## config.mk

```make
export PLATFORM = sky130hd
export DESIGN_NAME = int_sequencer_flat
export DESIGN_NICKNAME = d
export VERILOG_FILES = /design/src/rtl/int_sequencer_if.sv /design/src/rtl/int_sequencer.sv /design/src/flat_wrapper.sv
export SDC_FILE = /design/constraint.sdc
export NUM_CORES = 1
export LEC_CHECK = 0
export CORE_MARGIN = 1
export CORE_UTILIZATION = 45
export DETAILED_ROUTE_END_ITERATION = 7
export GPL_TIMING_DRIVEN = 0
export PLACE_DENSITY = 0.86
export SETUP_SLACK_MARGIN = 0.5
export SLEW_MARGIN = 30
export SYNTH_ARGS = -nofsm -noshare
export SYNTH_HDL_FRONTEND = slang
export SYNTH_SLANG_ARGS = --single-unit
```

## constraint.sdc

```tcl
create_clock -name clk -period 3.3 [get_ports clk]
set_clock_uncertainty 0.2 [all_clocks]
set_input_delay 0.66 -clock clk [delete_from_list [all_inputs] [get_ports clk]]
set_output_delay 0.66 -clock clk [all_outputs]
set_load 0.1 [all_outputs]
```

## src/rtl/int_sequencer_if.sv

```systemverilog
// Stack-push handshake between the interrupt sequencer and the memory stage.
interface int_sequencer_if;
    logic        push_valid;
    logic        push_ready;
    logic [15:0] push_data;

    modport master (output push_valid, output push_data, input push_ready);
    modport slave  (input push_valid, input push_data, output push_ready);
endinterface

```

## src/rtl/int_sequencer.sv

```systemverilog
// Interrupt entry controller: drains the pipeline, pushes the return PC (and CCR
// when INT_CCR_SAVE_EN is defined) to the stack, then redirects fetch to the vector.
//
// state    | meaning
// IDLE     | waiting for a pending, unmasked request
// DRAIN    | fetch held while in-flight instructions reach MEM
// PUSH_PCH | pushing saved_pc[31:16]
// PUSH_PCL | pushing saved_pc[15:0]
// PUSH_CCR | pushing {13'b0, saved_ccr} (INT_CCR_SAVE_EN only)
// LOAD_VEC | one-cycle PC load of the interrupt vector
module int_sequencer #(
    parameter int unsigned DRAIN_CYCLES = 3,
    parameter logic [31:0] VECTOR_ADDR  = 32'h0000_0002
) (
    input  logic        clk,
    input  logic        rst,
    input  logic        int_req,
    input  logic        int_mask,
    input  logic [31:0] pc_in,
    input  logic [2:0]  ccr_in,
    int_sequencer_if.master push,
    output logic        fetch_stall,
    output logic        flush_ifid,
    output logic        pc_load,
    output logic [31:0] pc_vector,
    output logic        int_busy,
    output logic        int_ack
);

    localparam int unsigned CW = (DRAIN_CYCLES > 1) ? $clog2(DRAIN_CYCLES) : 1;
    localparam logic [CW-1:0] CNT_INIT = CW'(DRAIN_CYCLES - 1);

    typedef enum logic [2:0] {
        IDLE     = 3'd0,
        DRAIN    = 3'd1,
        PUSH_PCH = 3'd2,
        PUSH_PCL = 3'd3,
`ifdef INT_CCR_SAVE_EN
        PUSH_CCR = 3'd4,
`endif
        LOAD_VEC = 3'd5
    } state_t;

    state_t        state, state_n;
    logic          req_d;
    logic          pending;
    logic [CW-1:0] count;
    logic [31:0]   saved_pc;
    logic          flush_q;
    logic          start;
    logic          req_edge;
    logic          push_valid_c;
    logic [15:0]   push_data_c;
    logic          load_c;

`ifdef INT_CCR_SAVE_EN
    logic [2:0]    saved_ccr;
`else
    logic          unused_ccr;
    assign unused_ccr = ^ccr_in;
`endif

    assign req_edge = int_req & ~req_d;

    always_ff @(posedge clk or posedge rst) begin
        if (rst) state <= IDLE;
        else     state <= state_n;
    end

    always_comb begin
        state_n      = state;
        start        = 1'b0;
        push_valid_c = 1'b0;
        push_data_c  = 16'h0000;
        load_c       = 1'b0;
        case (state)
            IDLE: begin
                if (pending && !int_mask) begin
                    start   = 1'b1;
                    state_n = DRAIN;
                end
            end
            DRAIN: begin
                if (count == '0) state_n = PUSH_PCH;
            end
            PUSH_PCH: begin
                push_valid_c = 1'b1;
                push_data_c  = saved_pc[31:16];
                if (push.push_ready) state_n = PUSH_PCL;
            end
            PUSH_PCL: begin
                push_valid_c = 1'b1;
                push_data_c  = saved_pc[15:0];
`ifdef INT_CCR_SAVE_EN
                if (push.push_ready) state_n = PUSH_CCR;
`else
                if (push.push_ready) state_n = LOAD_VEC;
`endif
            end
`ifdef INT_CCR_SAVE_EN
            PUSH_CCR: begin
                push_valid_c = 1'b1;
                push_data_c  = {13'b0, saved_ccr};
                if (push.push_ready) state_n = LOAD_VEC;
            end
`endif
            LOAD_VEC: begin
                load_c  = 1'b1;
                state_n = IDLE;
            end
            default: state_n = IDLE;
        endcase
    end

    // A fresh edge wins over the clear so a request arriving at capture is not lost.
    always_ff @(posedge clk or posedge rst) begin
        if (rst) begin
            req_d    <= 1'b0;
            pending  <= 1'b0;
            count    <= '0;
            saved_pc <= 32'h0;
            flush_q  <= 1'b0;
        end else begin
            req_d   <= int_req;
            flush_q <= start;
            if (req_edge)   pending <= 1'b1;
            else if (start) pending <= 1'b0;
            if (start) begin
                saved_pc <= pc_in;
                count    <= CNT_INIT;
            end else if (state == DRAIN && count != '0) begin
                count <= count - 1'b1;
            end
        end
    end

`ifdef INT_CCR_SAVE_EN
    always_ff @(posedge clk or posedge rst) begin
        if (rst)        saved_ccr <= 3'b000;
        else if (start) saved_ccr <= ccr_in;
    end
`endif

    assign push.push_valid = push_valid_c;
    assign push.push_data  = push_data_c;
    assign fetch_stall     = (state != IDLE);
    assign int_busy        = (state != IDLE);
    assign flush_ifid      = flush_q;
    assign pc_load         = load_c;
    assign int_ack         = load_c;
    assign pc_vector       = VECTOR_ADDR;

endmodule
```

## src/flat_wrapper.sv

```systemverilog
// flat-port wrapper written by rule: the top's interface ports become plain ports
module int_sequencer_flat 
#(
    parameter int unsigned DRAIN_CYCLES = 3,
    parameter logic [31:0] VECTOR_ADDR  = 32'h0000_0002
)
  (clk, rst, int_req, int_mask, pc_in, ccr_in, fetch_stall, flush_ifid, pc_load, pc_vector, int_busy, int_ack, push_push_valid, push_push_data, push_push_ready);
  int_sequencer_if push_i ();
  input  logic clk;
  input  logic rst;
  input  logic int_req;
  input  logic int_mask;
  input  logic [31:0] pc_in;
  input  logic [2:0] ccr_in;
  output logic fetch_stall;
  output logic flush_ifid;
  output logic pc_load;
  output logic [31:0] pc_vector;
  output logic int_busy;
  output logic int_ack;
  output wire logic [$bits(push_i.push_valid)-1:0] push_push_valid;
  output wire logic [$bits(push_i.push_data)-1:0] push_push_data;
  input wire logic [$bits(push_i.push_ready)-1:0] push_push_ready;
  assign push_push_valid = push_i.push_valid;
  assign push_push_data = push_i.push_data;
  assign push_i.push_ready = push_push_ready;
  int_sequencer #(.DRAIN_CYCLES(DRAIN_CYCLES), .VECTOR_ADDR(VECTOR_ADDR)) u_core (.clk(clk), .rst(rst), .int_req(int_req), .int_mask(int_mask), .pc_in(pc_in), .ccr_in(ccr_in), .push(push_i), .fetch_stall(fetch_stall), .flush_ifid(flush_ifid), .pc_load(pc_load), .pc_vector(pc_vector), .int_busy(int_busy), .int_ack(int_ack));
endmodule
```

==> impl_metrics.toml <==
[status]
status = "finished clean"

[yosys]
synthesis.area_um2 = 2070
synth_async_sr_flop_share = 1.00
ys_types = 27
syn_inst = 172
ys_warn_count = 0
synth-edff-count = 0
ys_seq_elements = 40
yosys_most_used_dff = "dfrtp_1"
ys_seq_area_frac = 0.484
avgSynthCellArea_um2 = 12.0

[place]
dp_cells = 313
portBuffers = 58
hpwlAfterDp_um = 2950
gp_congestion = 0.728
pre_cts_slack_ns = -0.0191

[setup_path]
arrival_ns = 1.86
crit_path_max_fanout = 10
crit_top_cell = "buf_2"
crit_slowest_cell = "dfrtp_1"
startpoint_type = "register"
reg2reg_from = "u_core.state[1]"
end_kind = "primary output"
critPathMaxStageDelay_ns = 0.43
worstSetupStartpoint = "u_core.state[2]"
required_ns = 2.44
cp_cell_sequence = "nand2b_1 -> clkbuf_2 -> buf_2 -> nor2_1 -> buf_2"
crit_type = "reg2out"

[worst_hold_path]
hold_class = "reg2reg"
holdCritStartpoint = "u_core.saved_pc[26]"

[cells_and_area]
synthToLayoutAreaGrowth_pct = 41.6
drive_above_1_share = 0.294
n_antenna_cell = 0
fin_nets = 309
fill_cells = 346
layoutNonFillerInstCount = 321

[cts]
clk_latency_ns = 0.29
cts.sinks = 40
cts.htree.levels = 2
hold_buffers = 0
post-cts-setup-buffer-count = 0
cts_tree = "yes"
root_buffer = "clkbuf_8"
path_clk_slew_ns = 0.07
clockBufferDepth = 2
numCtsBuffers = 5

[grt]
gr-total-overflow = 0
grt_max_degree = 26
antenna_found_initial = 0
grt_usage = 0.173
grt_pass1_wl_um = 6530
grt_pass1_vias = 1399

[power]
ir_drop_mv = 0.679
design_power_total_uw = 3060
pwr-share-comb = 0.592
swShare = 0.509
p_leak_uw = 0.00145
internal_power_uw = 1500
powerDensity_nw_per_um2 = 1040
power.net_switching_uw = 1560
seq_power_share = 0.279
power_frac_clock = 0.129

[floorplan]
start_util = 0.471
dieArea_um2 = 4870
fp.coreArea_um2 = 4380
ios = 94
die_y_um = 69.8
die_w_um = 69.8
core.rowCount = 24

[sta]
setup_viol = 0
fin_crit_ns = 2.72
hold_violations = 0
rsz0062_at_grt = "false"
hold_slack_ns = 0.289
drv_slew = 0
slew_headroom = 0.360
tightest_slew_ns = 0.958
max_freq_ghz = 0.368
finalWorstSetupSlack_ns = 0.583
min_period_over_period = 0.823

[detailed_routing]
detail-route-antenna-nets = 0
num_vias = 1414
post-route-drc-count = 0
avgRoutedWirePerCell_um = 12.0
via_per_inst = 4.40
first_pass_iters = 4
wirelength_um = 3860
first_iter_violations = 19

[run]
cap_viol_max_count = 0
layout by cell type (no fill, tap or decap), types with 3 or more instances in the layout:
| cell type | n |
|---|---|
| dfrtp_1 | 40 |
| clkdlybuf4s50_1 | 37 |
| buf_4 | 34 |
| conb_1 | 32 |
| mux2_1 | 28 |
| nor2_1 | 18 |
| mux2i_1 | 16 |
| clkdlybuf4s15_2 | 8 |
| clkbuf_4 | 8 |
| buf_2 | 6 |
| clkbuf_8 | 5 |
| inv_1 | 4 |
| mux2_2 | 4 |
| nand2_1 | 3 |
state kept, by name, indices dropped and copies added (netlist names):
signal	count
u_core.saved_pc	32
u_core.state	3
u_core.count	2
u_core.flush_ifid	1
u_core.pending	1
u_core.req_d	1
kinds of logic after synthesis:
kind of cell               synth area share
AOI/OAI and AO/OA                    0.0139
xor gates and xnor gates            0.00424
adders and majority gates           0.00605
buffers and inverters                 0.164
DFF                                   0.484
muxes                                 0.252
other                               0.00363
and+or+nand+nor                      0.0720
what timing repair did:
action | in CTS | in global routing
setup endpoints to repair | 21 | 13
hold endpoints to repair | 0 | 0
gates resized for setup | 80 | 16
pin swaps | 0 | 0
cloned | 0 | 0
power by group through the flow:
stage                     sequential (uW)  combinational [uW]  clock [uW]
after floorplan                       846                1490           0
after global placement                850                1830           0
after detailed placement              865                1860           0
after CTS                             854                1810         400
after global routing                  881                1910         415
final                                 854                1810         394
worst max-delay path, delay by kind of cell, from the launching register on:
kind / cells / cell delay, ns
buffers and inverters: 3 / 0.83
DFF: 1 / 0.43
and+or+nand+nor: 2 / 0.29
area by class of cell:
type,count,area [um^2],area share
multi-input cells,115,841,0.287
well taps,52,65.1,0.0222
plain buffers,41,317,0.108
clock buffers,6,72.6,0.0248
flip-flops and latches,40,1000,0.342
inverters,6,27.5,0.00940
clock inverters,2,35.0,0.0120
repair buffers,59,569,0.194
through the flow:
stage / area, um^2 / setup TNS [ns] / utilization
global route: 2930 / 0 / 0.668
finish: 2930 / 0 / 0.668
CTS: 2920 / 0 / 0.667
global placement: 2830 / -0.000407 / 0.645
detailed placement: 2850 / -0.0519 / 0.649
floorplan: 2180 / 0 / -
synth_stat cells (2+ instances only):
master,instances,area [um^2]
conb_1,2,7.51
nor2_1,18,67.6
mux2i_1,16,160
buf_8,2,30.0
buf_4,34,255
nand2_1,3,11.3
mux2_1,28,315
inv_1,5,18.8
buf_1,3,11.3
nor3b_1,2,15.0
dfrtp_1,40,1000
mux2_2,4,45.0
path summary, 6_finish.rpt:
| path | end | slack, ns | cells after the start |
|---|---|---|---|
| setup / recovery | push_push_data[3] | 0.58 | 5 |
| hold / removal | u_core.saved_pc[26] | 0.29 | 1 |
| setup reg to reg | u_core.saved_pc[9] | 1.11 | 5 |
| hold reg to reg | u_core.saved_pc[26] | 0.29 | 1 |
| max in group asynchronous | u_core.saved_pc[11] | 2.00 | 3 |
| min in group asynchronous | u_core.saved_pc[6] | 0.45 | 2 |
layer usage:
layer,up-vias,share of wire,track usage
met1,653,0.40,0.192
li1,698,-,-
met5,-,0,0
met2,61,0.51,0.298
met3,2,0.091,0.0785
met4,0,0.0075,0.0467
No activity file was read; power rests on OpenSTA's default activity.
